### config.mk
export PLATFORM = sky130hd
export DESIGN_NAME = dual_slope_counter_flat
export DESIGN_NICKNAME = d
export VERILOG_FILES = /design/src/rtl/dual_slope_counter_if.sv /design/src/rtl/dual_slope_counter.sv /design/src/flat_wrapper.sv
export SDC_FILE = /design/constraint.sdc
export NUM_CORES = 1
export LEC_CHECK = 0
export CORE_MARGIN = 3
export CORE_UTILIZATION = 45
export CTS_BUF_LIST = sky130_fd_sc_hd__clkbuf_8 sky130_fd_sc_hd__clkbuf_16
export CTS_CLUSTER_SIZE = 10
export DETAILED_ROUTE_END_ITERATION = 7
export GPL_ROUTABILITY_DRIVEN = 0
export PLACE_DENSITY_LB_ADDON = 0.2
export SLEW_MARGIN = 40
export SYNTH_ARGS = -nofsm -noshare
export SYNTH_HDL_FRONTEND = slang
export SYNTH_SLANG_ARGS = --single-unit
### constraint.sdc
create_clock -name clk -period 2 [get_ports clk]
set_input_delay 0.2 -clock clk [delete_from_list [all_inputs] [get_ports clk]]
set_output_delay 0.2 -clock clk [all_outputs]
set_load 0.01 [all_outputs]
### src/rtl/dual_slope_counter_if.sv
// Control/status bundle between the dual-slope ADC control FSM (master) and the
// timing/count datapath (slave).
interface dual_slope_counter_if #(
  parameter int unsigned WIDTH = 8
);
  logic             enable_counting;
  logic             counter_clear;
  logic             load;
  logic             comparator;
  logic             finished_counting;
  logic             cap_discharged;
  logic [WIDTH-1:0] result;
  logic             result_valid;
  logic             overflow;

  modport master (
    output enable_counting, counter_clear, load, comparator,
    input  finished_counting, cap_discharged, result, result_valid, overflow
  );

  modport slave (
    input  enable_counting, counter_clear, load, comparator,
    output finished_counting, cap_discharged, result, result_valid, overflow
  );
endinterface

### src/rtl/dual_slope_counter.sv
// Dual-slope ADC timing and count datapath: times the integration window, counts the
// de-integration interval, synchronises the comparator and holds the conversion result.
module dual_slope_counter #(
  parameter int unsigned WIDTH       = 8,
  parameter int unsigned T_INT       = 256,
  parameter int unsigned SYNC_STAGES = 2
) (
  input logic                 clk,
  input logic                 rst_n,
  dual_slope_counter_if.slave bus
);

  typedef enum logic [1:0] {StIdle, StIntegrate, StDeintegrate, StDone} state_e;

  localparam logic [WIDTH-1:0] CountMax = '1;
  localparam logic [WIDTH-1:0] IntLast  = WIDTH'(T_INT - 1);

  state_e                 r_state, w_state_d;
  logic [WIDTH-1:0]       r_count, w_count_d;
  logic [SYNC_STAGES-1:0] r_sync;
  logic                   r_finished, w_finished_d;
  logic                   r_cap, w_cap_d;
  logic [WIDTH-1:0]       r_result, w_result_d;
  logic                   r_result_valid, w_result_valid_d;
  logic                   r_overflow, w_overflow_d;
  logic                   w_sync_out;

  assign w_sync_out = r_sync[SYNC_STAGES-1];

  always_ff @(posedge clk) begin
    if (!rst_n) begin
      r_state        <= StIdle;
      r_count        <= '0;
      r_sync         <= '0;
      r_finished     <= 1'b0;
      r_cap          <= 1'b0;
      r_result       <= '0;
      r_result_valid <= 1'b0;
      r_overflow     <= 1'b0;
    end else begin
      r_state        <= w_state_d;
      r_count        <= w_count_d;
      r_sync         <= {r_sync[SYNC_STAGES-2:0], bus.comparator};
      r_finished     <= w_finished_d;
      r_cap          <= w_cap_d;
      r_result       <= w_result_d;
      r_result_valid <= w_result_valid_d;
      r_overflow     <= w_overflow_d;
    end
  end

  always_comb begin
    w_state_d = r_state;
    if (bus.counter_clear) begin
      w_state_d = StIdle;
    end else if (bus.load && (r_state == StDeintegrate)) begin
      w_state_d = StDone;
    end else begin
      unique case (r_state)
        StIdle:      if (bus.enable_counting) w_state_d = StIntegrate;
        StIntegrate: begin
          if (!bus.enable_counting)    w_state_d = StIdle;
          else if (r_count == IntLast) w_state_d = StDeintegrate;
        end
        default:     w_state_d = r_state;
      endcase
    end
  end

  always_comb begin
    w_count_d        = r_count;
    w_finished_d     = 1'b0;
    w_result_d       = r_result;
    w_result_valid_d = r_result_valid;
    w_overflow_d     = r_overflow;
    // Gating on the next state keeps the flag low from the very edge that leaves DEINTEGRATE.
    w_cap_d          = w_sync_out && (w_state_d == StDeintegrate);
    if (bus.counter_clear) begin
      w_count_d    = '0;
      w_overflow_d = 1'b0;
    end else if (bus.load && (r_state == StDeintegrate)) begin
      w_result_d       = r_count;
      w_result_valid_d = 1'b1;
    end else begin
      unique case (r_state)
        StIdle:      w_count_d = bus.enable_counting ? WIDTH'(1) : '0;
        StIntegrate: begin
          if (!bus.enable_counting || (r_count == IntLast)) begin
            w_count_d = '0;
          end else begin
            w_count_d = r_count + 1'b1;
          end
          w_finished_d = bus.enable_counting && (r_count == IntLast);
        end
        StDeintegrate: begin
          if (bus.enable_counting) begin
            if (r_count != CountMax) w_count_d = r_count + 1'b1;
            if ((r_count + 1'b1) == CountMax || r_count == CountMax) w_overflow_d = 1'b1;
          end
        end
        default:     w_count_d = r_count;
      endcase
    end
  end

  assign bus.finished_counting = r_finished;
  assign bus.cap_discharged    = r_cap;
  assign bus.result            = r_result;
  assign bus.result_valid      = r_result_valid;
  assign bus.overflow          = r_overflow;

endmodule
### src/flat_wrapper.sv
// flat-port wrapper written by rule: the top's interface ports become plain ports
module dual_slope_counter_flat 
#(
  parameter int unsigned WIDTH       = 8,
  parameter int unsigned T_INT       = 256,
  parameter int unsigned SYNC_STAGES = 2
)
  (clk, rst_n, bus_enable_counting, bus_counter_clear, bus_load, bus_comparator, bus_finished_counting, bus_cap_discharged, bus_result, bus_result_valid, bus_overflow);
  dual_slope_counter_if #(.WIDTH(WIDTH)) bus_i ();
  input logic clk;
  input logic rst_n;
  input wire logic [$bits(bus_i.enable_counting)-1:0] bus_enable_counting;
  input wire logic [$bits(bus_i.counter_clear)-1:0] bus_counter_clear;
  input wire logic [$bits(bus_i.load)-1:0] bus_load;
  input wire logic [$bits(bus_i.comparator)-1:0] bus_comparator;
  output wire logic [$bits(bus_i.finished_counting)-1:0] bus_finished_counting;
  output wire logic [$bits(bus_i.cap_discharged)-1:0] bus_cap_discharged;
  output wire logic [$bits(bus_i.result)-1:0] bus_result;
  output wire logic [$bits(bus_i.result_valid)-1:0] bus_result_valid;
  output wire logic [$bits(bus_i.overflow)-1:0] bus_overflow;
  assign bus_i.enable_counting = bus_enable_counting;
  assign bus_i.counter_clear = bus_counter_clear;
  assign bus_i.load = bus_load;
  assign bus_i.comparator = bus_comparator;
  assign bus_finished_counting = bus_i.finished_counting;
  assign bus_cap_discharged = bus_i.cap_discharged;
  assign bus_result = bus_i.result;
  assign bus_result_valid = bus_i.result_valid;
  assign bus_overflow = bus_i.overflow;
  dual_slope_counter #(.WIDTH(WIDTH), .T_INT(T_INT), .SYNC_STAGES(SYNC_STAGES)) u_core (.clk(clk), .rst_n(rst_n), .bus(bus_i));
endmodule
==> results of run 1 <==
## where the power goes
group          switching [mW]  internal [mW]  total (mW)  leakage [nW]
registers             0.00189          0.481       0.483         0.194
clock network           0.152          0.268       0.420        0.0357
logic                  0.0245         0.0250      0.0495         0.335
## repair_timing
action                     CTS  global route
hold buffers                 0             0
gates resized for setup      0             1
setup endpoints to repair    0             3
## final cells by class
| class | count | area share (%) |
|---|---|---|
| tap | 30 | 2.39 |
| timing repair buffer | 25 | 15.5 |
| clock inverter | 1 | 1.91 |
| sequential | 24 | 30.7 |
| multi-input combinational | 95 | 45.7 |
| inverter | 5 | 1.20 |
| clock buffer | 3 | 2.63 |
## metal layers
metal	track usage (%)	share of wire [%]	vias to the layer above
met5	0	0	-
met1	23.5	46	482
met4	7.77	1.8	0
met3	3.05	5.2	7
met2	30.6	47	34
li1	-	-	531
## flip-flops by register name (all words and copies together), names as in the netlist
name,cells
u_core.bus.cap_discharged,1
u_core.bus.finished_counting,1
u_core.bus.overflow,1
u_core.bus.result,8
u_core.bus.result_valid,1
u_core.r_count,8
u_core.r_state,2
u_core.r_sync,2
## worst max-delay path by stage
| stage | to | slack (ns) | depth (start not counted) |
|---|---|---|---|
| finish | u_core.r_count[7] | 0.14 | 7 |
| global route | u_core.r_count[7] | 0.01 | 7 |
| CTS | u_core.r_count[7] | 0.12 | 7 |
| detailed placement | u_core.r_count[7] | 0.13 | 6 |
| global placement | u_core.r_count[0] | 0.19 | 6 |
| floorplan | u_core.r_count[5] | 0.15 | 7 |
## layout by cell type (no fill, tap or decap), drive strengths merged, types with 5 or more instances in the layout
cell           Yosys  routed
buf                6       8
a311oi             7       7
mux2i              8       8
ha                 6       6
dfxtp             24      24
nand2              8       8
clkdlybuf4s50      0      17
nor2b             12      12
a31oi              7       7
nand3              5       5
inv                5       5
## cells by family after synthesis
group / count (synthesis) / synth area share (%)
simple gates: 48 / 21.6
flops: 24 / 37.5
fa+ha+maj: 6 / 5.85
buf+inv: 15 / 6.63
mux: 8 / 6.24
compound gates: 30 / 20.2
xor+xnor: 3 / 2.05
## through the flow
| step | hold slack (ns) | cell area (um^2) | cells | util, % | power [mW] |
|---|---|---|---|---|---|
| 2_1_floorplan | 0.327 | 1280 | 134 | - | 0.519 |
| 3_3_place_gp | 0.417 | 1500 | 179 | 57.8 | 0.542 |
| 3_5_place_dp | 0.421 | 1500 | 179 | 57.8 | 0.543 |
| 4_1_cts | 0.442 | 1570 | 183 | 60.5 | 0.966 |
| 5_1_grt | 0.460 | 1570 | 183 | 60.6 | 0.988 |
| 6_report | 0.439 | 1570 | 183 | 60.6 | 0.953 |
==> impl_metrics.yaml, run 1 <==
timing:
  fin_crit_ns: 1.86
  fin_crit_sh_pct: 92.9
  number_of_endpoints_failing_setup_at_the_final_stage: 0
  final_max_slew_viol_count: 0
  fin_tns_setup_ns: 0
  post-route-worst-setup-slack_ns: 0.142
  slew_limit_headroom_pct: 76.2
  rsz_0062_raised_after_global_routing: "false"
  clock_skew_ns: 0.00106
  final_hold_viol_count: 0
  fmax_mhz: 538
  worst_slew_pin_slew_ns: 0.357
drt:
  drt_wl_total_um: 2890
  vias_per_instance: 5.76
  drt-pass1-iter-count: 5
  drc: 0
  antenna_left: 0
  route.vias.total: 1054
  drt_iter0_drc: 47
  wl_per_cell_um: 15.8
logic_synthesis:
  synth.ff_latch_count: 24
  synthDominantCellAreaShare_pct: 37.5
  synth_seq_area_share_pct: 37.5
  biggest_area_contributors_in_the_synthesized_netlist: "dfxtp_1 37%, mux2i_1 6.2%, ha_1 5.9%"
  postSynthNetCount: 146
  synth_enable_flop_cells: 0
  synth.cell_area_um2: 1280
  post_synth_num_cell_types: 41
  post_synth.cell_area_avg_um2: 9.57
  synth-warning-count: 0
  ys_dominant_reg_cell: "dfxtp_1"
  syn_inst: 134
  async_set_or_reset_register_ratio_after_synthesis_pct: 0
  synth.largest_area_cell: "dfxtp_1"
  synth_most_common_cell: "dfxtp_1"
  ys_top_cells_by_count: "24 x dfxtp_1, 12 x nor2b_1, 8 x mux2i_1, 8 x nand2_1, 7 x a31oi_1"
cts:
  clkLatencyLatePin_ns: 0.26
  ctsRootBufferMaster: "clkbuf_8"
  post-cts-setup-buffer-count: 0
  cts.path.max_buffers: 2
  h-tree-depth: 1
  clkTransAtPathRegs_ns: 0.08
  cts_tree: "yes"
  clkSinkCount: 24
  cts_made_buffers: 3
global_route:
  grt_start_max_net_pins: 17
  grt_util_all_layers_pct: 18.5
  number_of_antenna_violations_at_the_first_check_in_global_routing: 0
  grt_pass1_vias: 1028
  grt.overflow.total: 0
  global_route_wire_length_before_repair_um: 4880
critical_path:
  critPathLaunch: "u_core.r_state[1]"
  worstSetupStartpointType: "flop"
  r2r_slack_ns: 0.14
  worstPathMaxFanout: 13
  setup.worst_path.end_class: "flop"
  ff_to_ff_start: "u_core.r_state[1]"
  sum_of_buffers_and_inverters_on_the_critical_path: 2
  worst_r2r_endpoint: "u_core.r_count[7]"
  timing.setup.critical_path_class: "flop to flop"
  crit_arrival_ns: 2.04
  cpMostUsedCell: "buf_4"
  timing.critical_path.required_ns: 2.18
  worst_path_largest_cell_delay_ns: 0.44
  path_delay_family: "compound AO/OA/AOI/OAI gates"
  crit_chain: "ha_1 > buf_4 > nor2b_1 > a311oi_4 > buf_4 > a41oi_1 > a311oi_1"
  critical-path-slowest-cell: "dfxtp_1"
  reg2reg_depth: 7
worst_hold_path:
  whs_endpoint: "u_core.r_sync[1]"
  worst_hold_path_type: "flop to flop"
  timing.hold.worst_path_depth: 1
  hp-start: "u_core.r_sync[0]"
die:
  fp.dieW_um: 59.4
  coreArea_um2: 2590
  pin_count: 18
  initial_core_util_pct: 49.5
  die_area_um2: 3530
  die-height_um: 59.4
  fp-row-count: 18
placement:
  numPortBuffers: 17
  worst_slack_at_placement_ns: 0.129
  dp_hpwl_um: 2090
final_layout:
  filler_cell_count: 207
  regArea_um2: 482
  antennaDiodeCount: 0
  multi_input_gate_area_um2: 717
  synthToLayoutAreaGrowth_pct: 22.3
  fraction_of_final_layout_cells_with_drive_strength_greater_than_1_pct: 11.8
  num-nets-final: 166
outcome:
  run_status: "finished, final reports clean"
power_and_ir_drop:
  p_per_area_nw_per_um2: 607
  static_leakage_nw: 0.566
  max-vdd-ir-drop_mv: 0.484
job:
  max_cap_violations: 0
Note: power is estimated with default switching activity, not from simulation.
==> inputs of run 2 (changes only) <==
- CTS_CLUSTER_SIZE: 10 -> 24
==> results of run 2 <==
The final DEF is identical to that of run 1; final timing and power are the same.
